$ cat config.mk
export PLATFORM = sky130hd
export DESIGN_NAME = btn_step_counter
export DESIGN_NICKNAME = d
export VERILOG_FILES = /design/src/rtl/cblp_pkg.sv /design/src/rtl/btn_debounce.sv /design/src/rtl/btn_step_counter.sv
export SDC_FILE = /design/constraint.sdc
export NUM_CORES = 1
export LEC_CHECK = 0
export CORE_ASPECT_RATIO = 1.2
export CORE_MARGIN = 2
export CORE_UTILIZATION = 45
export DETAILED_ROUTE_END_ITERATION = 8
export SKIP_CTS_REPAIR_TIMING = 1
export SLEW_MARGIN = 20
export SYNTH_ARGS = -nofsm -noshare
export SYNTH_HDL_FRONTEND = slang
export SYNTH_SLANG_ARGS = --single-unit
$ cat constraint.sdc
create_clock -name i_clk -period 5.45 [get_ports i_clk]
set_input_delay 1.09 -clock i_clk [delete_from_list [all_inputs] [get_ports i_clk]]
set_output_delay 1.09 -clock i_clk [all_outputs]
set_load 0.005 [all_outputs]
$ cat src/rtl/cblp_pkg.sv
// Shared types for the push-button step counter:
// FSM states, step direction and a timer width helper.
package cblp_pkg;

    typedef enum logic [1:0] {
        IDLE   = 2'd0,
        HOLD   = 2'd1,
        REPEAT = 2'd2
    } state_t;

    typedef enum logic {
        DIR_UP = 1'b0,
        DIR_DN = 1'b1
    } dir_t;

    // Bits needed for a counter that runs 0..n-1.
    function automatic int cnt_w(input int n);
        return (n <= 2) ? 1 : $clog2(n);
    endfunction

endpackage

$ cat src/rtl/btn_debounce.sv
// One raw button: 2-FF synchroniser followed by a stability counter
// that accepts a new level only after DEBOUNCE_CYCLES agreeing samples.
module btn_debounce
    import cblp_pkg::*;
#(
    parameter int DEBOUNCE_CYCLES = 250000
) (
    input  logic i_clk,
    input  logic i_rst,
    input  logic i_raw,
    output logic o_level
);

    localparam int W = cnt_w(DEBOUNCE_CYCLES);
    localparam logic [W-1:0] LAST = W'(DEBOUNCE_CYCLES - 1);

    logic [1:0]   sync;
    logic [W-1:0] cnt;

    always_ff @(posedge i_clk or posedge i_rst) begin
        if (i_rst) begin
            sync    <= '0;
            cnt     <= '0;
            o_level <= 1'b0;
        end else begin
            sync <= {sync[0], i_raw};
            if (sync[1] == o_level) begin
                cnt <= '0;
            end else if (cnt == LAST) begin
                o_level <= ~o_level;
                cnt     <= '0;
            end else begin
                cnt <= cnt + 1'b1;
            end
        end
    end

endmodule

$ cat src/rtl/btn_step_counter.sv
// Debounced up/down/clear step counter with wrap or saturate,
// hold-to-auto-repeat and a registered one-hot decode of the count.
module btn_step_counter
    import cblp_pkg::*;
#(
    parameter int DEBOUNCE_CYCLES = 250000,
    parameter int CNT_MAX         = 7,
    parameter int CNT_W           = 3,
    parameter int WRAP            = 1,
    parameter int REPEAT_DELAY    = 0,
    parameter int REPEAT_PERIOD   = 100000
) (
    input  logic               i_clk,
    input  logic               i_rst,
    input  logic               i_btn_up,
    input  logic               i_btn_dn,
    input  logic               i_btn_clr,
    output logic [CNT_W-1:0]   o_count,
    output logic [CNT_MAX:0]   o_onehot,
    output logic               o_led,
    output logic               o_step,
    output logic               o_wrap
);

    localparam int OH_W = CNT_MAX + 1;
    localparam int TMAX = (REPEAT_DELAY > REPEAT_PERIOD) ?
                          REPEAT_DELAY : REPEAT_PERIOD;
    localparam int TW   = cnt_w(TMAX);
    localparam logic [TW-1:0] HOLD_LAST =
        TW'((REPEAT_DELAY > 0) ? REPEAT_DELAY - 1 : 0);
    localparam logic [TW-1:0] RPT_LAST = TW'(REPEAT_PERIOD - 1);
    localparam logic [CNT_W-1:0] TOP = CNT_W'(CNT_MAX);
    localparam bit AUTO  = (REPEAT_DELAY > 0);
    localparam bit DO_WR = (WRAP != 0);

    logic lvl_up, lvl_dn, lvl_clr;
    logic lvl_up_q, lvl_dn_q, lvl_clr_q;
    logic rise_up, rise_dn, rise_clr;

    state_t          state;
    dir_t            dir;
    dir_t            fire_dir;
    logic [TW-1:0]   timer;
    logic            held;
    logic            fire;
    logic [CNT_W-1:0] nxt;
    logic            nstep;
    logic            nwrap;

    btn_debounce #(.DEBOUNCE_CYCLES(DEBOUNCE_CYCLES)) u_db_up (
        .i_clk   (i_clk),
        .i_rst   (i_rst),
        .i_raw   (i_btn_up),
        .o_level (lvl_up)
    );

    btn_debounce #(.DEBOUNCE_CYCLES(DEBOUNCE_CYCLES)) u_db_dn (
        .i_clk   (i_clk),
        .i_rst   (i_rst),
        .i_raw   (i_btn_dn),
        .o_level (lvl_dn)
    );

    btn_debounce #(.DEBOUNCE_CYCLES(DEBOUNCE_CYCLES)) u_db_clr (
        .i_clk   (i_clk),
        .i_rst   (i_rst),
        .i_raw   (i_btn_clr),
        .o_level (lvl_clr)
    );

    assign rise_up  = lvl_up  & ~lvl_up_q;
    assign rise_dn  = lvl_dn  & ~lvl_dn_q;
    assign rise_clr = lvl_clr & ~lvl_clr_q;
    assign o_led    = lvl_up | lvl_dn | lvl_clr;

    // Opposite-direction presses are ignored once a hold is in progress.
    always_comb begin
        held     = (dir == DIR_UP) ? lvl_up : lvl_dn;
        fire     = 1'b0;
        fire_dir = dir;
        unique case (state)
            IDLE: begin
                if (rise_up ^ rise_dn) begin
                    fire     = 1'b1;
                    fire_dir = rise_dn ? DIR_DN : DIR_UP;
                end
            end
            HOLD:    fire = held && (timer == HOLD_LAST);
            REPEAT:  fire = held && (timer == RPT_LAST);
            default: fire = 1'b0;
        endcase
    end

    always_comb begin
        nxt   = o_count;
        nstep = 1'b0;
        nwrap = 1'b0;
        if (fire) begin
            if (fire_dir == DIR_UP) begin
                if (o_count != TOP) begin
                    nxt   = o_count + 1'b1;
                    nstep = 1'b1;
                end else if (DO_WR) begin
                    nxt   = '0;
                    nstep = 1'b1;
                    nwrap = 1'b1;
                end
            end else begin
                if (o_count != '0) begin
                    nxt   = o_count - 1'b1;
                    nstep = 1'b1;
                end else if (DO_WR) begin
                    nxt   = TOP;
                    nstep = 1'b1;
                    nwrap = 1'b1;
                end
            end
        end
    end

    always_ff @(posedge i_clk or posedge i_rst) begin
        if (i_rst) begin
            lvl_up_q  <= 1'b0;
            lvl_dn_q  <= 1'b0;
            lvl_clr_q <= 1'b0;
            state     <= IDLE;
            dir       <= DIR_UP;
            timer     <= '0;
            o_count   <= '0;
            o_onehot  <= OH_W'(1);
            o_step    <= 1'b0;
            o_wrap    <= 1'b0;
        end else begin
            lvl_up_q  <= lvl_up;
            lvl_dn_q  <= lvl_dn;
            lvl_clr_q <= lvl_clr;
            if (rise_clr) begin
                state    <= IDLE;
                timer    <= '0;
                o_count  <= '0;
                o_onehot <= OH_W'(1);
                o_step   <= (o_count != '0);
                o_wrap   <= 1'b0;
            end else begin
                o_count  <= nxt;
                o_onehot <= OH_W'(1) << nxt;
                o_step   <= nstep;
                o_wrap   <= nwrap;
                unique case (state)
                    IDLE: begin
                        if (fire && AUTO) begin
                            dir   <= fire_dir;
                            timer <= '0;
                            state <= HOLD;
                        end
                    end
                    HOLD: begin
                        if (!held) begin
                            state <= IDLE;
                        end else if (timer == HOLD_LAST) begin
                            timer <= '0;
                            state <= REPEAT;
                        end else begin
                            timer <= timer + 1'b1;
                        end
                    end
                    REPEAT: begin
                        if (!held) begin
                            state <= IDLE;
                        end else if (timer == RPT_LAST) begin
                            timer <= '0;
                        end else begin
                            timer <= timer + 1'b1;
                        end
                    end
                    default: state <= IDLE;
                endcase
            end
        end
    end

endmodule

==> results of run 1 <==
## report_power, final
part           switching (W)   total, W  internal [W]
combinational      0.0000230  0.0000339     0.0000108
sequential        0.00000662   0.000600      0.000593
clock               0.000205   0.000453      0.000248
## cell families (layout without fill, tap and decap cells)
kind of cell / after synthesis / after routing
AO/OA/AOI/OAI: 43 / 43
flip-flops: 79 / 79
adder cells (fa/ha/maj): 7 / 7
XOR/XNOR: 38 / 38
AND/OR/NAND/NOR: 175 / 175
multiplexers: 3 / 3
buffers and inverters: 19 / 50
## per-layer routing
layer	wire [um]	share of wire, %
met1	3190	46
met2	3420	49
met3	169	2.4
met4	145	2.1
met5	0	0
## sequential cells by signal, indices dropped and copies added (netlist names)
register and flops:
lvl_up_q 1, o_count 3, o_step 1, u_db_dn.o_level 1, lvl_dn_q 1, u_db_clr.sync 2
u_db_dn.cnt 18, o_wrap 1, u_db_clr.o_level 1, lvl_clr_q 1, u_db_dn.sync 2, u_db_clr.cnt 18
u_db_up.cnt 18, u_db_up.sync 2, o_onehot 8, u_db_up.o_level 1
## placed cells by master (no fill, tap or decap), types with 4 or more instances in the layout
cell,count
dfrtp_1,78
o21ai_0,11
nor3_1,10
nor3b_1,4
inv_1,12
xor2_1,15
nand2_1,24
nand4_1,9
nor2b_1,4
a21oi_1,17
xnor2_1,23
clkbuf_8,12
clkdlybuf4s50_1,18
or3_1,10
nor4_1,11
or4_1,5
nor2_1,49
ha_1,7
and3_1,6
nand3_1,25
## final cells by class
class | instances | share of cell area, %
Clock buffer | 13 | 3.99
Clock inverter | 3 | 0.946
Inverter | 13 | 1.18
Multi-Input combinational cell | 266 | 39.6
Sequential cell | 79 | 46.7
Tap cell | 95 | 2.81
Timing Repair Buffer | 21 | 4.79
## stage by stage
stage / instances / total power, W / setup WS [ps] / utilization (%) / hold WS (ps)
after floorplan: 364 / 0.000635 / 2340 / - / 331
after global placement: 474 / 0.000646 / 2920 / 49.6 / 335
after detailed placement: 474 / 0.000647 / 2900 / 49.6 / 339
after CTS: 490 / 0.00111 / 2700 / 52.2 / 356
after global routing: 490 / 0.00113 / 2650 / 52.2 / 359
final: 490 / 0.00109 / 2730 / 52.2 / 353
## how the worst max path moves through the flow
stage          slack (ps)  depth (start not counted)                    end                          from
6_report             2730                          2                  o_led  u_db_clr.o_level$_DFFE_PP0P_
5_1_grt              2650                          2                  o_led  u_db_clr.o_level$_DFFE_PP0P_
4_1_cts              2700                          2                  o_led  u_db_clr.o_level$_DFFE_PP0P_
3_5_place_dp         2900                          3  o_onehot[3]$_DFF_PP0_                         i_rst
3_3_place_gp         2920                          3  o_onehot[3]$_DFF_PP0_                         i_rst
2_1_floorplan        2340                          1    lvl_clr_q$_DFF_PP0_                         i_rst
==> summary.txt, run 1 <==
Run status
  • Outcome: complete, no violations

Setup path
  • WP buf/inv: 1
  • Crit-path leading delay family: buffers and inverters
  • Reg2reg start: u_db_clr.cnt[8]$_DFF_PP0_
  • CP Data Required Time: 4360 ps
  • Crit path launch type: flop
  • Slowest CP cell: clkdlybuf4s50_1
  • Crit Path Class: reg -> out
  • Max FO, Critical Path: 6
  • Cells along the critical path: or3_1 -> clkdlybuf4s50_1
  • Worst R2R End: u_db_clr.cnt[9]$_DFF_PP0_
  • Crit path arrival time: 1630 ps
  • R2r setup slk: 3300 ps
  • CP max stage delay: 450 ps
  • Worst Reg2Reg Path Length in Cells: 3
  • CP Capture Type: output port

Die
  • # rows: 36
  • Die Width: 87.1 um
  • Die height: 104 um
  • Core area: 0.00811 sq mm
  • Die area: 0.00904 sq mm
  • Initial Utilization: 46.0%
  • Ports: 19

Final layout
  • Area occupied by multi-input gates: 0.00167 sq mm
  • Fraction of layout cells with a size suffix above 1: 8.61%
  • ANT cells: 0
  • Design area: 0.00423 sq mm
  • Nets: 402
  • Number of fillers in the final layout: 756
  • Layout Area Growth over Synthesis: 13.4%
  • Register Area: 0.00198 sq mm

Timing
  • RSZ-0062 raised after global routing: false
  • Slew headroom: 36.0%
  • Pins Over Slew Limit: 0
  • Clock Skew: 8.66 ps
  • Worst-Margin Slew: 956 ps
  • Setup TNS: 0 ps
  • F_max: 368 MHz
  • Shortest period the worst path allows: 2720 ps
  • # setup viols final: 0
  • Post-route clock period utilization: 49.9%
  • Final count of hold timing violations: 0

Place
  • Final HPWL DP: 4640 um
  • Number of port buffers: 18
  • Placer Congestion: 0.792
  • Placed cell area: 0.00402 sq mm

Clock network
  • Clock Sinks: 79
  • CTS tree: yes
  • Root Driver: clkbuf_8
  • Clk_lat worst skew: 350 ps
  • Cts bufs inserted: 9
  • # H-tree levels: 3
  • Clk slew on worst S/H paths: 70 ps
  • CTS Buffer Depth: 2

Yosys
  • Mapped Avg Cell Area: 10.3 sq um
  • Yosys top cell area share: 52.3%
  • Synth top cells by count: 78 x dfrtp_1, 49 x nor2_1, 25 x nand3_1, 24 x nand2_1, 23 x xnor2_1
  • Async SR Flop Fraction: 100%
  • YS warnings: 1
  • Sequential share of the synthesized area: 53.0%
  • Multiplexer area fraction after synthesis: 0.905%
  • Largest cells by area after synthesis: dfrtp_1 52%, xnor2_1 5.4%, nor2_1 4.9%, xor2_1 3.5%, nand3_1 3.4%
  • Post-synthesis cell type count: 45
  • Post-Synth XOR/XNOR Area: 8.92%
  • Dominant cell type by area after synthesis: dfrtp_1
  • Post-synthesis simple-gate area fraction: 24.6%
  • Compound-gate portion of the synthesized area: 8.12%
  • Syn Nets: 376
  • Adder-cell share of the synthesized area: 2.35%
  • FF+latch count, synth: 79
  • Post-synth EDFFs: 0
  • Largest family of logic cells by synthesized area: simple AND/OR/NAND/NOR gates
  • Top FF cell, synth: dfrtp_1
  • Mapped Area: 0.00373 sq mm
  • Post-Synthesis Cells: 364
  • Most common cell in the synthesized netlist: dfrtp_1

Worst hold path
  • Min-Delay Path Class: reg -> reg
  • Hold_sp: u_db_dn.sync[0]$_DFF_PP0_
  • Hold EP: u_db_dn.sync[1]$_DFF_PP0_
  • Hold path cells: 0

GRT
  • Grt peak-use layer: met2
  • Vias in the first global route: 2,758
  • Total gr overflow: 0
  • Largest net degree at the start of global routing: 45
  • Met3 GRT Util: 3.82%
  • Met2 track demand over resource: 27.1%
  • GRT Overall Usage: 17.2%
  • Initial antenna violation count: 0
  • First-pass GRT wire length: 12,400 um
  • Met1 usage: 22.2%

Drt
  • TritonRoute pass-1 iters: 4
  • Vias per inst: 5.51
  • 1st-iter DRT viols: 125
  • Post-route DRC: 0
  • Post-DRT Antenna Nets: 0
  • Post-Route WL: 6930 um
  • Routed len/inst: 14.1 um
  • Routed via count: 2,698

Pwr
  • Pwr Density: 257 mW/mm^2
  • LEAKAGE: 1.76 nW
  • Peak supply drop: 183 uV

Run
  • Max-Cap Viols: 0
No activity file was read; power rests on OpenSTA's default activity.
==> run 2: changes to the inputs <==
- clock period: 5.45 -> 2.33 ns (I/O delays scaled with it)
==> run 2 against run 1 <==
  * Sequential power grew 130%
  * Critical path depth stayed put
  * Sequential cell count stayed put
  * Cell count up 1.2%
  * Largest power group unchanged
==> summary.txt, run 2 (synthesized netlist as in run 1, its figures left out) <==
Pwr
  • Peak supply drop: 389 uV (+110%)
  • Pwr Density: 630 mW/mm^2 (+150%)
  • LEAKAGE: 1.80 nW (+2.0%)

Place
  • Number of port buffers: 18 (unchanged)
  • Placed cell area: 0.00408 sq mm (+1.5%)
  • Placer Congestion: 0.796 (+0.48%)
  • Final HPWL DP: 4900 um (+5.6%)

Clock network
  • Cts bufs inserted: 9 (unchanged)
  • Clock Sinks: 79 (unchanged)
  • # H-tree levels: 3 (unchanged)
  • Root Driver: clkbuf_8
  • CTS Buffer Depth: 2 (unchanged)
  • Clk_lat worst skew: 350 ps (about the same)
  • CTS tree: yes
  • Clk slew on worst S/H paths: 70 ps (about the same)

Final layout
  • Most frequent cells in the layout: 78 x dfrtp_1, 49 x nor2_1, 25 x nand3_1, 24 x nand2_1, 23 x xnor2_1
  • Area occupied by multi-input gates: 0.00167 sq mm (unchanged)
  • Fraction of layout cells with a size suffix above 1: 9.98% (+1.4 points)
  • Nets: 408 (+1.5%)
  • Register Area: 0.00198 sq mm (unchanged)
  • Design area: 0.00433 sq mm (+2.3%)
  • Final core occ: 53.4% (+1.2 points)
  • Number of fillers in the final layout: 724 (-4.2%)
  • Largest registers: u_db_clr.cnt: 18 flops, u_db_dn.cnt: 18 flops, u_db_up.cnt: 18 flops
  • ANT cells: 0 (unchanged)
  • Leading cell type in the layout, fill and taps excluded: dfrtp_1
  • Layout Area Growth over Synthesis: 16.1%

Setup path
  • Max FO, Critical Path: 6 (unchanged)
  • Slowest CP cell: clkdlybuf4s50_1
  • Crit path arrival time: 1660 ps (+30 ps)
  • Crit Path Class: reg -> out
  • CP max stage delay: 460 ps (about the same)
  • Crit path launch type: flop
  • CP Capture Type: output port
  • CP Data Required Time: 1860 ps (-2500 ps)
  • Cells along the critical path: or3_1 -> clkdlybuf4s50_1

Die
  • Die height: 104 um (unchanged)
  • Core area: 0.00811 sq mm (unchanged)
  • Ports: 19 (unchanged)
  • Die area: 0.00904 sq mm (unchanged)
  • Initial Utilization: 46.0% (unchanged)
  • Die Width: 87.1 um (unchanged)
  • # rows: 36 (unchanged)

Timing
  • Setup TNS: 0 ps (unchanged)
  • Post-route clock period utilization: 91.1%
  • Clock Skew: 4.91 ps (-3.75 ps)
  • Pins Over Slew Limit: 0 (unchanged)
  • Worst-Margin Slew: 583 ps (-373 ps)
  • RSZ-0062 raised after global routing: false
  • Shortest period the worst path allows: 2120 ps
  • Slew headroom: 60.9% (+25 points)
  • F_max: 471 MHz
  • Final count of hold timing violations: 0 (unchanged)
  • # setup viols final: 0 (unchanged)

Run
  • Max-Cap Viols: 0 (unchanged)

Drt
  • Post-route DRC: 0 (unchanged)
  • TritonRoute pass-1 iters: 4 (unchanged)
  • Routed len/inst: 14.0 um (-1.2%)
  • Post-Route WL: 6930 um (unchanged)
  • 1st-iter DRT viols: 76 (-39%)
  • Post-DRT Antenna Nets: 0 (unchanged)
  • Vias per inst: 5.45 (-1.0%)
  • Routed via count: 2,703 (+0.19%)

Run status
  • Outcome: complete, no violations

GRT
  • First-pass GRT wire length: 12,300 um (-0.94%)
  • Largest net degree at the start of global routing: 43 (-4.4%)
  • Total gr overflow: 0 (unchanged)
  • Initial antenna violation count: 0 (unchanged)
  • GRT Overall Usage: 17.0% (-0.25 points)
  • Vias in the first global route: 2,708 (-1.8%)

Worst hold path
  • Min-Delay Path Class: reg -> reg
-- run 2: cell count changes in the layout (fill, tap and decap cells not counted) --
cell        previous run  this run
buf_4                  3         8
clkinv_2               3         0
clkinvlp_4             0         3
bufinv_16              1         3
clkbuf_8              12        10
buf_12                 0         1
-- run 2: final timing paths --
path                       slack (ps)  depth (start not counted)                    startpoint                         end
setup reg to reg                  350                          5     u_db_clr.cnt[0]$_DFF_PP0_  u_db_clr.cnt[16]$_DFF_PP0_
hold reg to reg                   360                          0     u_db_dn.sync[0]$_DFF_PP0_   u_db_dn.sync[1]$_DFF_PP0_
max in group asynchronous        1270                          3                         i_rst       o_onehot[0]$_DFF_PP1_
setup / recovery                  210                          2  u_db_clr.o_level$_DFFE_PP0P_                       o_led
min in group asynchronous         480                          2                         i_rst          lvl_dn_q$_DFF_PP0_
hold / removal                    360                          0     u_db_dn.sync[0]$_DFF_PP0_   u_db_dn.sync[1]$_DFF_PP0_
-- run 2: critical path: cells and delay by family (launching register included) --
kind / cells / cell delay (ps)
buf+inv: 1 / 460
flops: 1 / 440
simple gates: 1 / 410
-- run 2: layout make-up --
class                   instances  share of cell area [%]
flip-flops and latches         79                    45.7
multi-input cells             266                    38.7
repair buffers                 27                    6.01
clock buffers                  11                    3.26
well taps                      95                    2.74
clock inverters                 5                    2.43
inverters                      13                    1.21
-- run 2: power by group --
part           internal (W)  total [W]  leakage (nW)  switching [W]
sequential          0.00139    0.00140          1.08      0.0000156
combinational     0.0000320  0.0000882         0.601      0.0000562
clock              0.000741    0.00123         0.116       0.000494
total               0.00216    0.00273          1.80       0.000565
-- run 2: metrics by stage --
stage | hold slack (ps) | total power (W) | std cells | worst slack [ps]
2_1_floorplan | 331 | 0.00149 | 364 | 455
3_3_place_gp | 332 | 0.00152 | 480 | 405
3_5_place_dp | 341 | 0.00152 | 480 | 357
4_1_cts | 359 | 0.00278 | 496 | 170
5_1_grt | 370 | 0.00284 | 496 | 120
6_report | 360 | 0.00273 | 496 | 206
-- run 2: routing by layer --
| metal | wire, um | vias to the layer above | track usage [%] |
|---|---|---|---|
| met5 | 0 | - | 0 |
| met4 | 156 | 0 | 7.58 |
| met3 | 173 | 13 | 3.98 |
| met2 | 3450 | 23 | 27.4 |
| met1 | 3140 | 1317 | 21.4 |
| li1 | - | 1350 | - |
